--- config.mk ---
export PLATFORM = sky130hd
export DESIGN_NAME = fir_interpolator
export DESIGN_NICKNAME = d
export VERILOG_FILES = /design/src/rtl/fir_pkg.sv /design/src/rtl/fir_interpolator_phase_mac.sv /design/src/rtl/fir_interpolator.sv
export SDC_FILE = /design/constraint.sdc
export NUM_CORES = 1
export LEC_CHECK = 0
export CORE_ASPECT_RATIO = 1.75
export CORE_UTILIZATION = 60
export DETAILED_ROUTE_END_ITERATION = 12
export DONT_BUFFER_PORTS = 1
export GPL_TIMING_DRIVEN = 0
export PLACE_DENSITY = 0.86
export SLEW_MARGIN = 0
export SYNTH_ARGS = -nofsm -noshare
export SYNTH_HDL_FRONTEND = slang
export SYNTH_SLANG_ARGS = --single-unit
--- constraint.sdc ---
create_clock -name clk -period 24.3 [get_ports clk]
set_input_delay 7.29 -clock clk [delete_from_list [all_inputs] [get_ports clk]]
set_output_delay 7.29 -clock clk [all_outputs]
set_load 0.01 [all_outputs]
--- src/rtl/fir_pkg.sv ---
// -----------------------------------------------------------------------------
// fir_pkg
// Types, constants and helpers shared by the transmit fir_interpolator and the
// receive fir.
//   sample_t               : signed 8-bit Q1.7 sample
//   coeff_t                : signed 8-bit Q1.7 coefficient
//   INTERP_DEFAULT_COEFFS  : 6-tap prototype, h[n] lives in bits [8n+7:8n]
//   interp_state_t         : interpolator control states
//   saturate8()            : clamp a wide signed value to [-128, 127]
// -----------------------------------------------------------------------------
package fir_pkg;

   localparam int DATA_W = 8;
   localparam int COEF_W = 8;

   typedef logic signed [DATA_W-1:0] sample_t;
   typedef logic signed [COEF_W-1:0] coeff_t;

   // h[0..5] = {-16, 40, 104, 104, 40, -16}; h[0] in the low byte.
   localparam logic [6*COEF_W-1:0] INTERP_DEFAULT_COEFFS = {
      8'hF0,   // h[5] = -16
      8'h28,   // h[4] =  40
      8'h68,   // h[3] = 104
      8'h68,   // h[2] = 104
      8'h28,   // h[1] =  40
      8'hF0    // h[0] = -16
   };

   typedef enum logic {
      S_IDLE = 1'b0,
      S_EMIT = 1'b1
   } interp_state_t;

   function automatic sample_t saturate8(input logic signed [31:0] v);
      if (v > 32'sd127) begin
         return 8'sh7F;
      end
      if (v < -32'sd128) begin
         return 8'sh80;
      end
      return sample_t'(v[7:0]);
   endfunction

endpackage

--- src/rtl/fir_interpolator_phase_mac.sv ---
// -----------------------------------------------------------------------------
// fir_interpolator_phase_mac
// Combinational multiply-accumulate for one polyphase branch: sums
// COEFFS[k*L + phase] * taps[k] over the K delay-line taps, scales by 2^-7
// (arithmetic shift, floor) and saturates to 8 bits.
// Build option: define FIR_INTERPOLATOR_ROUND_EN to add half an LSB (64)
// before the shift, turning the floor into round-half-up.
//   taps_i   : delay line, taps_i[0] is the newest sample
//   phase_i  : polyphase branch to evaluate, 0..L-1
//   sample_o : saturated Q1.7 result
// -----------------------------------------------------------------------------
module fir_interpolator_phase_mac
   import fir_pkg::*;
#(
   parameter int INTERP_FACTOR  = 2,
   parameter int TAPS_PER_PHASE = 3,
   parameter int PH_W           = 1,
   parameter logic [INTERP_FACTOR*TAPS_PER_PHASE*COEF_W-1:0] COEFFS = INTERP_DEFAULT_COEFFS
) (
   input  sample_t           taps_i [TAPS_PER_PHASE],
   input  logic [PH_W-1:0]   phase_i,
   output sample_t           sample_o
);

   localparam int ACC_W = DATA_W + COEF_W + $clog2(TAPS_PER_PHASE);

   localparam logic signed [ACC_W-1:0] HALF_LSB = ACC_W'(64);

   logic signed [ACC_W-1:0]         acc;
   logic signed [ACC_W-1:0]         scaled;
   logic signed [DATA_W+COEF_W-1:0] prod;
   coeff_t                          coef;
   int                              idx;

   function automatic logic signed [ACC_W-1:0] round_shift(input logic signed [ACC_W-1:0] a);
`ifdef FIR_INTERPOLATOR_ROUND_EN
      return (a + HALF_LSB) >>> 7;
`else
      return a >>> 7;
`endif
   endfunction

   always_comb begin
      acc  = '0;
      prod = '0;
      coef = '0;
      idx  = 0;
      for (int k = 0; k < TAPS_PER_PHASE; k++) begin
         // Branch p uses every L-th prototype tap starting at p.
         idx  = k * INTERP_FACTOR + int'(phase_i);
         coef = coeff_t'(COEFFS[idx*COEF_W +: COEF_W]);
         prod = coef * taps_i[k];
         acc  = acc + ACC_W'(prod);
      end
      scaled   = round_shift(acc);
      sample_o = saturate8(32'(scaled));
   end

endmodule

--- src/rtl/fir_interpolator.sv ---
// -----------------------------------------------------------------------------
// fir_interpolator
// Polyphase L-times interpolating FIR for the transmit path. Each accepted
// input sample yields INTERP_FACTOR output samples, one per polyphase branch,
// through a valid/ready stream with a registered output.
// Build option: FIR_INTERPOLATOR_ROUND_EN (see fir_interpolator_phase_mac).
//   clk       : clock, all logic on rising edge
//   rst       : synchronous active-high reset; clears output and delay line
//   in        : signed input sample
//   in_valid  : input sample present
//   in_ready  : block can accept input this cycle (combinational)
//   out       : signed output sample, registered
//   out_valid : out holds a sample not yet consumed
//   out_ready : downstream accepts out
// -----------------------------------------------------------------------------
module fir_interpolator
   import fir_pkg::*;
#(
   parameter int INTERP_FACTOR  = 2,
   parameter int TAPS_PER_PHASE = 3,
   parameter logic [INTERP_FACTOR*TAPS_PER_PHASE*COEF_W-1:0] COEFFS = INTERP_DEFAULT_COEFFS
) (
   input  logic                     clk,
   input  logic                     rst,
   input  logic signed [DATA_W-1:0] in,
   input  logic                     in_valid,
   output logic                     in_ready,
   output logic signed [DATA_W-1:0] out,
   output logic                     out_valid,
   input  logic                     out_ready
);

   localparam int PH_W = (INTERP_FACTOR > 1) ? $clog2(INTERP_FACTOR) : 1;
   localparam logic [PH_W-1:0] LAST_PH = PH_W'(INTERP_FACTOR - 1);

   interp_state_t   state_q, state_d;
   logic [PH_W-1:0] phase_q, phase_d;
   sample_t         taps_q [TAPS_PER_PHASE];
   sample_t         taps_d [TAPS_PER_PHASE];
   sample_t         out_q, out_d;
   sample_t         mac_out;
   logic            accept;
   logic            load;

   // A new sample is taken only once the last branch of the current one is
   // leaving this cycle, which gives back-to-back output with no bubble.
   assign in_ready  = !rst && ((state_q == S_IDLE) || ((phase_q == LAST_PH) && out_ready));
   assign accept    = in_valid && in_ready;
   assign out       = out_q;
   assign out_valid = (state_q == S_EMIT);

   always_comb begin
      taps_d = taps_q;
      if (accept) begin
         taps_d[0] = in;
         for (int k = 1; k < TAPS_PER_PHASE; k++) begin
            taps_d[k] = taps_q[k-1];
         end
      end
   end

   always_comb begin
      state_d = state_q;
      phase_d = phase_q;
      load    = 1'b0;
      unique case (state_q)
         S_IDLE: begin
            if (accept) begin
               state_d = S_EMIT;
               phase_d = '0;
               load    = 1'b1;
            end
         end
         S_EMIT: begin
            if (out_ready) begin
               if (phase_q != LAST_PH) begin
                  phase_d = phase_q + PH_W'(1);
                  load    = 1'b1;
               end else if (accept) begin
                  phase_d = '0;
                  load    = 1'b1;
               end else begin
                  state_d = S_IDLE;
                  phase_d = '0;
               end
            end
         end
         default: begin
            state_d = S_IDLE;
            phase_d = '0;
         end
      endcase
   end

   // The MAC sees next-state delay line and phase so the result lands in the
   // output register on the same edge that advances the control.
   fir_interpolator_phase_mac #(
      .INTERP_FACTOR  (INTERP_FACTOR),
      .TAPS_PER_PHASE (TAPS_PER_PHASE),
      .PH_W           (PH_W),
      .COEFFS         (COEFFS)
   ) u_phase_mac (
      .taps_i   (taps_d),
      .phase_i  (phase_d),
      .sample_o (mac_out)
   );

   assign out_d = load ? mac_out : out_q;

   // Output / state register boundary
   always_ff @(posedge clk) begin
      if (rst) begin
         state_q <= S_IDLE;
         phase_q <= '0;
         out_q   <= '0;
         for (int k = 0; k < TAPS_PER_PHASE; k++) begin
            taps_q[k] <= '0;
         end
      end else begin
         state_q <= state_d;
         phase_q <= phase_d;
         out_q   <= out_d;
         taps_q  <= taps_d;
      end
   end

endmodule

Word-level counts from Yosys, hierarchy flattened

Cells that the tools add are included.

Register bits: 34
Bits of input ports: 12
Output and inout port bits: 10
Word-level logic and storage cells: 43

Shifts and indexed selects: 3
Multiply operators: 3
Bitwise operators: 1
Multiplexer cells: 18
Reduce and logical (&&, ||, !) cells: 5
Add/sub/neg operators: 5
Order comparisons: 2

Operators with widths:

| kind                                                                             | count |
|---|---|
| 8-bit by 8-bit multiplier with 16-bit output                                     | 3 |
| 48-bit by 5-bit variable part select with 8-bit output, first input constant     | 1 |
| 48-bit by 7-bit variable part select with 8-bit output, first input constant     | 1 |
| 48-bit by 8-bit variable part select with 8-bit output, first input constant     | 1 |
| 8-bit two-way mux                                                                | 4 |
| 24-bit two-way mux                                                               | 1 |
| 17-bit by 16-bit adder with 18-bit output                                        | 1 |
| 16-bit by 16-bit adder with 17-bit output                                        | 1 |
| 11-bit by 8-bit greater-than comparator with 1-bit output, second input constant | 1 |
| 11-bit by 8-bit less-than comparator with 1-bit output, second input constant    | 1 |
| 1-bit two-way mux                                                                | 10 |
| 1-bit one-hot mux with 2 select lines                                            | 3 |
| 3-bit by 1-bit adder with 4-bit output, first input constant                     | 1 |
| 2-bit by 1-bit adder with 3-bit output, first input constant                     | 1 |
| 1-bit logical AND                                                                | 3 |
| 1-bit adder, second input constant                                               | 1 |
| 1-bit logical NOT                                                                | 1 |
| 1-bit logical OR                                                                 | 1 |
| 1-bit inverter                                                                   | 1 |

Logic depth before layout (Yosys ltp)

Depth in word-level cells: 16
Mapped depth: 30
Depth with buffers taken out: 29

By module

From an unflattened synthesis, not the netlist that was laid out.

Cells, all modules: 671
Area total of the unflattened synthesis: 6323.6 µm²

Modules (own cells, without submodules):

| module                     | instances | cells each | area each (µm²) |
|---|---|---|---|
| fir_interpolator_phase_mac | 1         | 480        | 4598.2 |
| fir_interpolator           | 1         | 191        | 1725.4 |

Worst setup path after synthesis

No wires, ideal clock.

Kind: input port to output port
From: in rst
To: out in_ready
Path slack: 9064 ps
Required time: 17010 ps
Stages on the path: 3
Path buffers: 2
Data arrival time: 7946 ps
Cells stage by stage: clkbuf_1 > clkbuf_1 > nor2_1

Longest elaborated chain between the ends: 2

Ends and longest elaborated chain:

| element           | RTL line               | text |
|---|---|---|
| start, declared   | fir_interpolator.sv:24 | `input logic rst,` |
| 1-bit logical NOT | fir_interpolator.sv:47 | `assign in_ready = !rst && ((state_q == S_IDLE) \|\| ((phase_q == LAST_PH) && out_ready));` |
| 1-bit logical AND | fir_interpolator.sv:47 |  |
| end, declared     | fir_interpolator.sv:27 | `output logic in_ready,` |

No other way between the ends.

Worst setup path in the final report

Ends and elaborated chain as after synthesis.

==> out/metrics.cfg <==
[final_layout]
antennaDiodeCount=0
syn2layout_area_growth_pct=6.05
drive_above_1_share_pct=4.57
fillers=725
nets=828

[detailed_routing]
routedWlPerCell_um=17.6
antenna_left=0
viasPerCell=5.64
drtIter0Drc=283
dr.pass1.iters=5
routed_wl_mm=13.3
vias=4264
drc=0

[setup_path]
path_class=input port to output pin
endpoint_kind=output pin
path_buf_inv=2
rr_endpoint=out[1]$_SDFFE_PP0P_
critPathRequiredTime_ns=17.01
slowest_stage=clkbuf_1
crit_arrival_ns=8.38
reg2reg_from=phase_q$_SDFF_PP0_
crit_top_cell=clkbuf_1
critPathLaunchType=input port
crit_chain=clkbuf_1, clkbuf_1, nor2_1
crit_family=buffers and inverters
ff2ff_path_depth=25
max_stage_delay_ns=0.50
path_max_fanout=10
rrSetupSlack_ns=15.73

[synthesis]
ys_warn_count=0
synth.avg_cell_area_um2=9.50
async_flop_share_pct=0
synthFlopType=dfxtp_1
synth_cell_types=50
synth-seq-cells=34
synth.most_common_cell=inv_1
synth_top_area_share_pct=36.9
synth_area_um2=5920
synth_top_area_cell=fa_1
ys_top_cells_by_count=inv_1, fa_1, ha_1
synth_edf_count=0
synth_area_leaders=fa_1, ha_1, dfxtp_1, inv_1, nor2_1
seq_area_frac_synth_pct=11.5
synthCells=623

[clock_tree]
cts.path.max_buffers=2
cts_root_buffer=clkbuf_16
cts-htree-levels=2
ctsHoldBuffers=0
clk_pin_slew_ns=0.06
clk_latency_ns=0.29
post_cts.repair.setup_buffers=0
clkSinkCount=34
cts_buffers=5
cts_tree=built
cts_resized=0

[floorplan]
pin_count=22
coreArea_um2=9530
start_util_pct=62.1
die_h_um=133
core.rowCount=47
die_area_um2=10300
dieWidth_um=77.1

[power]
ir_drop_uv=96.9
pwr-share-comb_pct=77.0
sw_frac_of_total_pct=48.8
clockPowerShare_pct=12.6
p_sw_uw=328
p_int_uw=344
leakage_nw=3.35
p_seq_share_pct=10.4
power_uw=673
cellPowerDensity_nw_per_um2=107

[sta]
hold_viol_final=0
fin_tns_setup_ns=0
slew_headroom_pct=31.9
fin_skew_ns=0.00530
rsz0062_at_grt=false
setup_viol=0
finalCritPeriodShare_pct=64.5
slew_viol_final=0
fmax_mhz=63.8
min_period_ns=15.67
worstMarginPinSlew_ns=1.02

[placement]
gp_congestion=0.939
post-dp-hpwl_mm=11.2
portBuffers=0

[min_path]
hold_path_startpoint=taps_q[4]$_SDFF_PP0_
min_delay_worst_endpoint=taps_q[4]$_SDFF_PP0_
holdPathStages=2
min_path_type=register to register

[run]
max_cap_viol_count=0

[global_route]
grt_pass1_vias=4728
grt_pass1_wl_mm=21.6
grt_overflow=0
antenna_found_initial=0
grt_usage_pct=28.2
grt_max_degree=13

[outcome]
outcome=completed

[worst max-delay path by stage]
stage                     from       end  slack, ns  cells after the start
final                      rst  in_ready       8.63                      3
after global routing       rst  in_ready       8.55                      3
after CTS                  rst  in_ready       8.70                      3
after detailed placement   rst  in_ready       8.73                      3
after global placement     rst  in_ready       8.73                      3
after floorplan            rst  in_ready       9.06                      3
[area by class of cell]
class | instances | area [µm²] | area share (%)
Multi-Input combinational cell | 401 | 4530 | 72.2
Sequential cell | 34 | 681 | 10.8
Inverter | 177 | 664 | 10.6
Tap cell | 122 | 153 | 2.43
Clock buffer | 5 | 125 | 1.99
Clock inverter | 3 | 68.8 | 1.10
Buffer | 14 | 53.8 | 0.857
[worst min-delay path: stages (launching register included)]
cell	delay [ns]
dfxtp_1	0.31
mux2i_1	0.09
nor2_1	0.09
[flip-flops by register name (all words and copies together) (netlist names)]
register and cells:
out 8, out_valid 1, phase_q 1, taps_q 24
[cell usage in the layout, fill, tap and decap left out, types with 3 or more instances in the layout]
cell,netlist,layout
clkbuf_16,0,5
dfxtp_1,34,34
mux2i_1,21,21
fa_1,109,109
xor2_1,6,6
buf_1,3,3
nor2b_1,7,7
xnor2_1,18,18
ha_1,74,74
conb_1,2,5
inv_1,177,177
nand3_1,3,3
nor2_1,57,57
mux2_2,4,4
nand2_1,18,18
clkbuf_1,10,10
or3_1,6,6
nor3_1,3,3
o21ai_0,7,7
a21oi_1,24,24
o32ai_1,7,7
[routing by layer]
layer  vias to the layer above  global-route usage (%)  part of all wire, %
met5                         -                       0                    0
met4                         0                    29.1                   11
met3                        75                    3.90                  3.4
met2                       139                    50.2                   54
met1                      2148                    26.2                   31
li1                       1902                       -                    -
[cells by family after synthesis]
group,share of synthesized area (%)
adders and majority gates,52.7
muxes,4.69
xor gates and xnor gates,4.02
DFF,11.5
AOI/OAI and AO/OA,6.55
buffers and inverters,12.1
and+or+nand+nor,8.29
other,0.127
[power by group through the flow]
stage	clock [mW]	sequential, mW	combinational [mW]
floorplan	0	0.0699	0.417
global placement	0	0.0710	0.488
CTS	0.0840	0.0700	0.519
finish	0.0847	0.0699	0.518
global route	0.0866	0.0707	0.583
detailed placement	0	0.0712	0.513
[metrics by stage]
step                      cell area (µm²)  utilization [%]  hold slack [ns]  instances  worst slack, ns
final                                6280             65.9            0.531        756             8.63
after global routing                 6280             65.9            0.562        756             8.55
after floorplan                      5930                -            0.476        626             9.06
after CTS                            6280             65.9            0.529        756             8.70
after detailed placement             6080             63.8            0.516        748             8.73
after global placement               6080             63.8            0.506        748             8.73
No activity file was read; power rests on OpenSTA's default activity.
